<file path="src/rtl/addsub_arbiter.sv">
// addsub_arbiter: round-robin front end for one shared combinational
// add/subtract unit. One operation is in flight at a time:
// IDLE (grant) -> EXEC (unit is driven) -> RESP (hold result until taken).
//
// Handshake rule for both channels: a transfer happens on a rising edge
// where valid and ready are both high. The consumer may hold ready low
// indefinitely, and the payload stays stable while valid is waiting.
// A requester may drop valid at any time before it is granted.
module addsub_arbiter #(
  parameter int NUM_REQ = 4,
  parameter int WIDTH   = 13,
  parameter int ID_W    = 2
) (
  input  logic                       clk,
  input  logic                       resetn,
  input  logic [NUM_REQ-1:0]         req_valid,
  output logic [NUM_REQ-1:0]         req_ready,
  input  logic [NUM_REQ*WIDTH-1:0]   req_x1,
  input  logic [NUM_REQ*WIDTH-1:0]   req_x2,
  input  logic [NUM_REQ-1:0]         req_sub,
  output logic [WIDTH-1:0]           au_x1,
  output logic [WIDTH-1:0]           au_x2,
  output logic                       au_sign,
  input  logic [WIDTH:0]             au_s,
  output logic                       rsp_valid,
  input  logic                       rsp_ready,
  output logic [WIDTH:0]             rsp_data,
  output logic [ID_W-1:0]            rsp_id,
  output logic                       busy,
  output logic [1:0]                 dbg_state
);

  typedef enum logic [1:0] {
    S_IDLE = 2'd0,
    S_EXEC = 2'd1,
    S_RESP = 2'd2
  } state_t;

  state_t              r_state;
  state_t              w_state_nxt;
  logic [ID_W-1:0]     r_rr_ptr;
  logic [ID_W-1:0]     r_grant;
  logic [WIDTH-1:0]    r_au_x1;
  logic [WIDTH-1:0]    r_au_x2;
  logic                r_au_sign;
  logic                r_rsp_valid;
  logic [WIDTH:0]      r_rsp_data;
  logic [ID_W-1:0]     r_rsp_id;

  logic                w_any;
  logic [ID_W-1:0]     w_grant;
  logic [NUM_REQ-1:0]  w_ready;
  logic                w_accept;
  logic                w_rsp_done;
  logic [ID_W-1:0]     w_ptr_nxt;
  int                  w_idx;

  // Round-robin search: first valid requester at or above rr_ptr, wrapping.
  always_comb begin
    w_any   = 1'b0;
    w_grant = '0;
    w_idx   = 0;
    for (int k = 0; k < NUM_REQ; k++) begin
      w_idx = int'(r_rr_ptr) + k;
      if (w_idx >= NUM_REQ) w_idx = w_idx - NUM_REQ;
      if (!w_any && req_valid[w_idx]) begin
        w_any   = 1'b1;
        w_grant = ID_W'(w_idx);
      end
    end
  end

  // FSM state register.
  always_ff @(posedge clk or negedge resetn) begin
    if (!resetn) r_state <= S_IDLE;
    else         r_state <= w_state_nxt;
  end

  // FSM next state and the combinational accept strobe (IDLE only, one-hot).
  always_comb begin
    w_state_nxt = r_state;
    w_ready     = '0;
    w_accept    = 1'b0;
    w_rsp_done  = 1'b0;
    case (r_state)
      S_IDLE: begin
        if (resetn && w_any) begin
          w_ready[w_grant] = 1'b1;
          w_accept         = 1'b1;
          w_state_nxt      = S_EXEC;
        end
      end
      S_EXEC: w_state_nxt = S_RESP;
      S_RESP: begin
        if (rsp_ready) begin
          w_rsp_done  = 1'b1;
          w_state_nxt = S_IDLE;
        end
      end
      default: w_state_nxt = S_IDLE;
    endcase
  end

  // Pointer moves to the requester after the one just served.
  always_comb begin
    if (r_grant == ID_W'(NUM_REQ - 1)) w_ptr_nxt = '0;
    else                               w_ptr_nxt = r_grant + 1'b1;
  end

  // Datapath: latch operands on accept, capture result after EXEC, retire on handshake.
  always_ff @(posedge clk or negedge resetn) begin
    if (!resetn) begin
      r_rr_ptr    <= '0;
      r_grant     <= '0;
      r_au_x1     <= '0;
      r_au_x2     <= '0;
      r_au_sign   <= 1'b0;
      r_rsp_valid <= 1'b0;
      r_rsp_data  <= '0;
      r_rsp_id    <= '0;
    end else begin
      if (w_accept) begin
        r_au_x1   <= req_x1[int'(w_grant)*WIDTH +: WIDTH];
        r_au_x2   <= req_x2[int'(w_grant)*WIDTH +: WIDTH];
        r_au_sign <= req_sub[w_grant];
        r_grant   <= w_grant;
      end
      if (r_state == S_EXEC) begin
        r_rsp_data  <= au_s;
        r_rsp_id    <= r_grant;
        r_rsp_valid <= 1'b1;
      end
      if (w_rsp_done) begin
        r_rsp_valid <= 1'b0;
        r_rr_ptr    <= w_ptr_nxt;
      end
    end
  end

  assign req_ready = w_ready;
  assign au_x1     = r_au_x1;
  assign au_x2     = r_au_x2;
  assign au_sign   = r_au_sign;
  assign rsp_valid = r_rsp_valid;
  assign rsp_data  = r_rsp_data;
  assign rsp_id    = r_rsp_id;
  assign busy      = (r_state != S_IDLE);
  assign dbg_state = r_state;

endmodule

</file>
<file path="config.mk">
export PLATFORM = sky130hd
export DESIGN_NAME = addsub_arbiter
export DESIGN_NICKNAME = d
export VERILOG_FILES = /design/src/rtl/addsub_arbiter.sv
export SDC_FILE = /design/constraint.sdc
export NUM_CORES = 1
export LEC_CHECK = 0
export BUFFER_PORTS_ARGS = -buffer_cell sky130_fd_sc_hd__buf_4
export CORE_MARGIN = 2
export CORE_UTILIZATION = 45
export CTS_CLUSTER_DIAMETER = 100
export DETAILED_ROUTE_END_ITERATION = 6
export PLACE_DENSITY = 0.86
export SYNTH_ARGS = -nofsm -noshare
export SYNTH_HDL_FRONTEND = slang
export SYNTH_SLANG_ARGS = --single-unit
export TNS_END_PERCENT = 100
</file>
<file path="constraint.sdc">
create_clock -name clk -period 3.7 [get_ports clk]
set_clock_uncertainty 0.2 [all_clocks]
set_input_delay 0.185 -clock clk [delete_from_list [all_inputs] [get_ports clk]]
set_output_delay 0.185 -clock clk [all_outputs]
set_load 0.05 [all_outputs]
</file>
Yosys cells after proc, flatten, opt, wreduce, memory -nomap -nowiden

Index checks and enable logic that the tools add are counted.
W data, S select, Z words.

Add/subtract/negate cells: 8
Multipliers: 1
$lt $le $gt $ge: 10
Eq/ne operators: 5
Shift-type cells: 2
Multiplexer cells: 40
Reductions and logical operators: 12

Operators with widths:

| operator              | count |
|---|---|
| $lt A32 B4 Y1 const B | 4 |
| $mux W32              | 4 |
| $shiftx A52 B32 Y13   | 1 |
| $shiftx A52 B7 Y13    | 1 |
| $mux W1               | 20 |
| $mux W2               | 7 |
| $sub A3 B3 Y4 const B | 3 |
| $bmux W1 S2           | 5 |
| $ge A3 B3 Y1 const B  | 3 |
| $mux W4               | 2 |
| $add A2 B2 Y3 const B | 2 |
| $mul A2 B4 Y6 const B | 1 |
| $pmux W2 S3           | 1 |
| $logic_and A1 B1 Y1   | 5 |
| $eq A2 B2 Y1 const B  | 2 |
| $ne A2 B2 Y1 const B  | 2 |
| $reduce_bool A2 Y1    | 2 |
| $sub A2 B3 Y4 const B | 1 |
| $add A2 B1 Y3 const B | 1 |
| $ge A2 B3 Y1 const B  | 1 |
| $logic_not A1 Y1      | 3 |
| $lt A2 B3 Y1 const B  | 1 |
| $add A2 B1 Y2 const B | 1 |
| $demux W1 S2          | 1 |
| 4 further kinds       | 4 |

Register bits after elaboration: 50
Input port bits: 129
Output and inout port bits: 51
Word-level logic and storage cells: 87

Depth between registers and ports, before layout

Gate-level depths: netlist of run 1.

Word-level depth: 21
Mapped depth: 6
Depth with buffers taken out: 5

Worst setup path before layout of run 1

Ideal clock, no wire load.

Path type: reg2out
Start: reg r_state[1] (netlist: dbg_state[1])
End: out req_ready[2]
Arrival: 1.988 ns
Required time: 3.315 ns
Path slack: 1.327 ns
Cell stages (with the launch flop): 7
Buffers on the path: 1
Path through: dfrtp_1 > nor2_1 > nand3_1 > inv_1 > nand3_1 > buf_2 > nor2b_1

Longest elaborated chain between the ends: 2

Ends and longest elaborated chain:

| element                  | line | source |
|---|---|---|
| start: declaration       | 39   | `state_t r_state;` |
| start signal: assignment | 76   | `else r_state <= w_state_nxt;` |
| $logic_not A2 Y1         | 85   | `case (r_state)` |
| $mux W4                  | 85   |  |
| end: declaration         | 17   | `output logic [NUM_REQ-1:0] req_ready,` |

No other way between the ends.

Final worst setup path of run 1

Same ends and word-level chain as after synthesis.

==> metrics.cfg, run 1 <==
[clock_tree]
h-tree-depth = 2
cts.sinks = 50
clock_path_buffers = 2
insertion_delay_ns = 0.29
ctsRootBufferMaster = clkbuf_8
cts_setup_buffers = 0
path_clk_slew_ns = 0.09
cts_made_buffers = 5
cts_tree = yes

[cells_and_area]
final_cell_count_no_fill = 493
multi_input_area_um2 = 1290
regArea_um2 = 1250
nFillCells = 397
final_util_pct = 76.5
fin_nets = 550
area_growth_pct = 61.5
diodes = 0
layout-drive-gt1-share_pct = 50.6

[power_and_ir_drop]
p_per_area_nw_per_um2 = 840
power_leakage_nw = 2.28
ir_worst_vdd_v = 0.000582

[timing]
max_freq_mhz = 344
setup_tns_ns = 0
report.final.slew_viol_count = 0
rsz0062_at_grt = false
setup_viol = 0
slew_headroom_pct = 57.5
period_share_pct = 78.6
tightestPinTransition_ns = 0.638
hold_violations = 0
layout_min_cycle_time_ns = 2.91

[synthesis]
synth_edf_count = 0
ys.flop_type = dfrtp_1
postSynthCellCount = 229
yosys.cell_types.count = 30
syn-cell-area_um2 = 2660
synthTopCellsByCount = mux2i_1, dfrtp_1, nand2_1, o221ai_1, mux2_2
yosysTopAreaCell = dfrtp_1
synth_seq_cells = 50
yosysMostFrequentCell = mux2i_1
ys_seq_area_share_pct = 47.1
syn_nets = 359
synthTopCellsByArea = dfrtp_1, mux2i_1, o221ai_1, mux2_2, nand2_1
yosysTopAreaCellShare_pct = 47.1
async_reset_ff_share_pct = 100
ys_warn_count = 0
avgSynthCellArea_um2 = 11.6

[setup_path]
path_common_cell = nand3_1
rrSetupSlack_ns = 1.13
slowest_delay_ns = 0.47
reg2regPathDepth = 5
worstPathCellList = nor2_1 > nand3_1 > inv_1 > nand3_1 > nor2b_1 > buf_4
endpoint_kind = output pin
reg2reg_to = au_x2[7]$_DFFE_PN0P_
crit_end = req_ready[2]
timing.rr.start = r_rr_ptr[1]$_DFFE_PN0P_
startpoint_type = flip-flop
critPathRequiredTime_ns = 3.31
startpoint = dbg_state[1]$_DFFE_PN0P_
crit_type = reg -> out
worstPathArrival_ns = 2.52
crit_slowest_cell = nand3_1
cp_max_fo = 16

[routing]
dr.pass1.iters = 4
routedWlPerCell_um = 16.2
dr_total_vias = 2592
drtAntennaViolNets = 0
drc = 0
vias_per_cell = 5.26
wirelength_um = 7970
drt_iter0_drc = 81

[outcome]
status = finished, final reports clean

[global_route]
grt_pass1_vias = 2612
grt_max_degree = 51
grt_overflow = 0
gr-usage-all-layers_pct = 24.7
grt_first_pass_wirelength_um = 12400
antenna_found_initial = 0

[floorplan]
ios = 180
start_util_pct = 47.4
dieWidth_um = 80.8
die_area_um2 = 6530
rows = 27
fp.dieH_um = 80.8
fp.coreArea_um2 = 5610

[worst_hold_path]
min_path_type = in -> reg
holdCritStartpoint = req_x2[26]

[placement]
dp_cells = 470
finalWeightedCongestion = 0.763
port_buffers = 179
place_hpwl_um = 5950

[job]
drv_cap = 0

[per-stage QoR]
step	cell area (µm²)	setup WS (ns)	power (mW)	hold slack, ns
after floorplan	2660	1.33	2.58	-0.311
after global placement	4050	1.17	3.23	0.140
after detailed placement	4050	1.07	3.28	0.148
after CTS	4290	0.803	3.62	0.00488
after global routing	4290	0.551	3.79	0.00589
final	4290	0.792	3.60	0.00565
[flip-flops by register name, indices dropped and copies added (netlist names)]
| name | count |
|---|---|
| rsp_data | 14 |
| au_x1 | 13 |
| au_x2 | 13 |
| dbg_state | 2 |
| r_grant | 2 |
| r_rr_ptr | 2 |
| rsp_id | 2 |
| au_sign | 1 |
| rsp_valid | 1 |
[final cells by class]
class / count / area share, %
multi-input cells: 157 / 30.1
well taps: 72 / 2.10
clock inverters: 1 / 0.117
repair buffers: 201 / 36.1
clock buffers: 7 / 2.01
inverters: 5 / 0.438
flip-flops and latches: 50 / 29.2
[cell families after synthesis]
family	synth area share [%]
buf+inv	4.71
mux	28.1
simple gates	8.06
fa+ha+maj	0.471
compound gates	11.5
flops	47.1
[per-layer routing]
layer / vias to the layer above / wire, µm / global-route usage, %
met4: 0 / 161 / 7.12
met2: 117 / 4260 / 46.0
met5: - / 0 / 0
met1: 1227 / 2910 / 27.7
met3: 13 / 643 / 6.22
li1: 1235 / - / -
[power by group]
group	total [mW]	internal, mW	switching (mW)
registers	0.984	0.813	0.172
clock network	0.326	0.151	0.175
logic	2.29	0.820	1.47
[placed cells by master (no fill, tap or decap)]
cell type / instances
nor3b_1: 1
o221ai_1: 27
clkbuf_1: 1
o31ai_1: 1
o21bai_1: 1
dlygate4sd3_1: 15
dfrtp_1: 50
nor2b_1: 5
clkbuf_8: 6
mux2_4: 1
buf_4: 186
a21boi_0: 1
a221o_1: 1
clkinv_2: 1
o221ai_4: 1
nand3_1: 2
inv_1: 5
or2_2: 1
or3b_1: 1
ha_1: 1
mux2i_1: 54
nand2_1: 32
nand3b_1: 1
or4_1: 1
mux2_2: 17
o21ai_0: 2
a21oi_1: 1
nor2_1: 4
a21o_1: 1
[worst min-delay path by stage]
| stage | end | depth (start not counted) |
|---|---|---|
| 4_1_cts | au_x2[0]$_DFFE_PN0P_ | 3 |
| 5_1_grt | au_x2[9]$_DFFE_PN0P_ | 3 |
| 3_3_place_gp | r_rr_ptr[1]$_DFFE_PN0P_ | 2 |
| 2_1_floorplan | au_sign$_DFFE_PN0P_ | 0 |
| 3_5_place_dp | r_rr_ptr[0]$_DFFE_PN0P_ | 2 |
| 6_report | au_x2[0]$_DFFE_PN0P_ | 3 |
[critical path: cells and delay by family, from the launching register on]
family / cells / cell delay (ns)
flops: 1 / 0.44
simple gates: 4 / 1.36
buf+inv: 2 / 0.43
[what timing repair did]
item / CTS / global route
hold endpoints to repair: 64 / 0
hold buffers: 15 / 0
resized for setup: 0 / 0
(Power assumes the default switching activity.)
==> run 2, diff against run 1 <==
--- a/config.mk
+++ b/config.mk
@@ -7,10 +7,10 @@
 export LEC_CHECK = 0
 export BUFFER_PORTS_ARGS = -buffer_cell sky130_fd_sc_hd__buf_4
 export CORE_MARGIN = 2
-export CORE_UTILIZATION = 45
+export CORE_UTILIZATION = 42
 export CTS_CLUSTER_DIAMETER = 100
 export DETAILED_ROUTE_END_ITERATION = 6
-export PLACE_DENSITY = 0.86
+export PLACE_DENSITY = 0.81
 export SYNTH_ARGS = -nofsm -noshare
 export SYNTH_HDL_FRONTEND = slang
 export SYNTH_SLANG_ARGS = --single-unit
==> constraint.sdc (replaced) <==
create_clock -name clk -period 2.85 [get_ports clk]
set_clock_uncertainty 0.2 [all_clocks]
set_input_delay 0.1425 -clock clk [delete_from_list [all_inputs] [get_ports clk]]
set_output_delay 0.1425 -clock clk [all_outputs]
set_load 0.05 [all_outputs]
==> metrics.cfg, run 2 <==
[synthesis]
yosysTopAreaCellShare_pct = 47.1  ; unchanged
syn_nets = 359  ; unchanged
synth_edf_count = 0  ; unchanged
synthTopCellsByCount = mux2i_1, dfrtp_1, nand2_1, o221ai_1, mux2_2
async_reset_ff_share_pct = 100  ; unchanged
ys.flop_type = dfrtp_1
synthTopCellsByArea = dfrtp_1, mux2i_1, o221ai_1, mux2_2, nand2_1
yosysMostFrequentCell = mux2i_1
avgSynthCellArea_um2 = 11.6  ; unchanged
postSynthCellCount = 229  ; unchanged
syn-cell-area_um2 = 2660  ; unchanged
yosysTopAreaCell = dfrtp_1
ys_seq_area_share_pct = 47.1  ; unchanged
yosys.cell_types.count = 30  ; unchanged
ys_warn_count = 0  ; unchanged
synth_seq_cells = 50  ; unchanged

[clock_tree]
ctsRootBufferMaster = clkbuf_8
cts_setup_buffers = 0  ; unchanged
clock_path_buffers = 2  ; unchanged
cts_made_buffers = 5  ; unchanged
cts_resized = 0  ; unchanged
cts.sinks = 50  ; unchanged
ctsHoldBuffers = 102  ; +87
h-tree-depth = 2  ; unchanged

[floorplan]
dieWidth_um = 83.5  ; +3.3%
rows = 28  ; +3.7%
start_util_pct = 44.1  ; -3.3 points
ios = 180  ; unchanged
fp.dieH_um = 83.5  ; +3.3%

[placement]
place_hpwl_um = 6000  ; +0.84%
dp_cells = 475  ; +1.1%
port_buffers = 179  ; unchanged
finalWeightedCongestion = 0.767  ; +0.54%
dp_slack_ns = 0.593  ; -0.476 ns

[outcome]
outcome.stop_stage = clock tree synthesis
error = [ERROR RSZ-0060] Max buffer count reached.
status = aborted with a tool error

## run 2: cells by family after synthesis
| kind of cell | Yosys count | share of synthesized area [%] |
|---|---|---|
| AO/OA/AOI/OAI | 36 | 11.5 |
| buffers and inverters | 22 | 4.71 |
| multiplexers | 72 | 28.1 |
| flip-flops | 50 | 47.1 |
| AND/OR/NAND/NOR | 48 | 8.06 |
| adder cells (fa/ha/maj) | 1 | 0.471 |
## run 2: stage by stage
step / hold WS, ns / cell area (µm²)
2_1_floorplan: -0.353 / 2660
3_5_place_dp: 0.123 / 4090
3_3_place_gp: 0.115 / 4090
==> run 3, diff against run 2 <==
--- a/config.mk
+++ b/config.mk
@@ -7,10 +7,9 @@
 export LEC_CHECK = 0
 export BUFFER_PORTS_ARGS = -buffer_cell sky130_fd_sc_hd__buf_4
 export CORE_MARGIN = 2
-export CORE_UTILIZATION = 42
-export CTS_CLUSTER_DIAMETER = 100
+export CORE_UTILIZATION = 40
 export DETAILED_ROUTE_END_ITERATION = 6
-export PLACE_DENSITY = 0.81
+export PLACE_DENSITY_LB_ADDON = 0.15
 export SYNTH_ARGS = -nofsm -noshare
 export SYNTH_HDL_FRONTEND = slang
 export SYNTH_SLANG_ARGS = --single-unit
==> metrics.cfg, run 3 <==
[clock_tree]
cts_resized = 0  ; unchanged
cts.sinks = 50  ; unchanged
clock_path_buffers = 2  ; unchanged
ctsRootBufferMaster = clkbuf_8
ctsHoldBuffers = 102  ; unchanged
cts_made_buffers = 5  ; unchanged
cts_setup_buffers = 0  ; unchanged
h-tree-depth = 2  ; unchanged

[synthesis]
syn-cell-area_um2 = 2660  ; unchanged
ys_seq_area_share_pct = 47.1  ; unchanged
synthTopCellsByCount = mux2i_1, dfrtp_1, nand2_1, o221ai_1, mux2_2
ys_warn_count = 0  ; unchanged
postSynthCellCount = 229  ; unchanged
avgSynthCellArea_um2 = 11.6  ; unchanged
yosysTopAreaCellShare_pct = 47.1  ; unchanged
synth_edf_count = 0  ; unchanged
yosysTopAreaCell = dfrtp_1
yosys.cell_types.count = 30  ; unchanged
synthTopCellsByArea = dfrtp_1, mux2i_1, o221ai_1, mux2_2, nand2_1
ys.flop_type = dfrtp_1
syn_nets = 359  ; unchanged
async_reset_ff_share_pct = 100  ; unchanged
yosysMostFrequentCell = mux2i_1
synth_seq_cells = 50  ; unchanged

[placement]
port_buffers = 179  ; unchanged
placed_area_um2 = 4090  ; about the same
place_hpwl_um = 5760  ; -4.0%
dp_cells = 478  ; +0.63%
finalWeightedCongestion = 0.759  ; -1.0%

[outcome]
status = aborted with a tool error
error = [ERROR RSZ-0060] Max buffer count reached.
outcome.stop_stage = clock tree synthesis

[floorplan]
ios = 180  ; unchanged
start_util_pct = 41.6  ; -2.5 points
fp.dieH_um = 85.5  ; +2.4%
dieWidth_um = 85.5  ; +2.4%
rows = 29  ; +3.6%

run 3: cell counts after synthesis:
Identical to the previous run, type by type.
run 3: metrics by stage:
stage	util (%)	hold WS [ns]	setup slack, ns
after detailed placement	64.0	0.125	0.681
after floorplan	-	-0.353	0.520
after global placement	64.0	0.120	0.734
run 3: cell families after synthesis:
family	Yosys count	share of synthesized area (%)
AOI/OAI and AO/OA	36	11.5
DFF	50	47.1
adders and majority gates	1	0.471
buffers and inverters	22	4.71
and+or+nand+nor	48	8.06
muxes	72	28.1
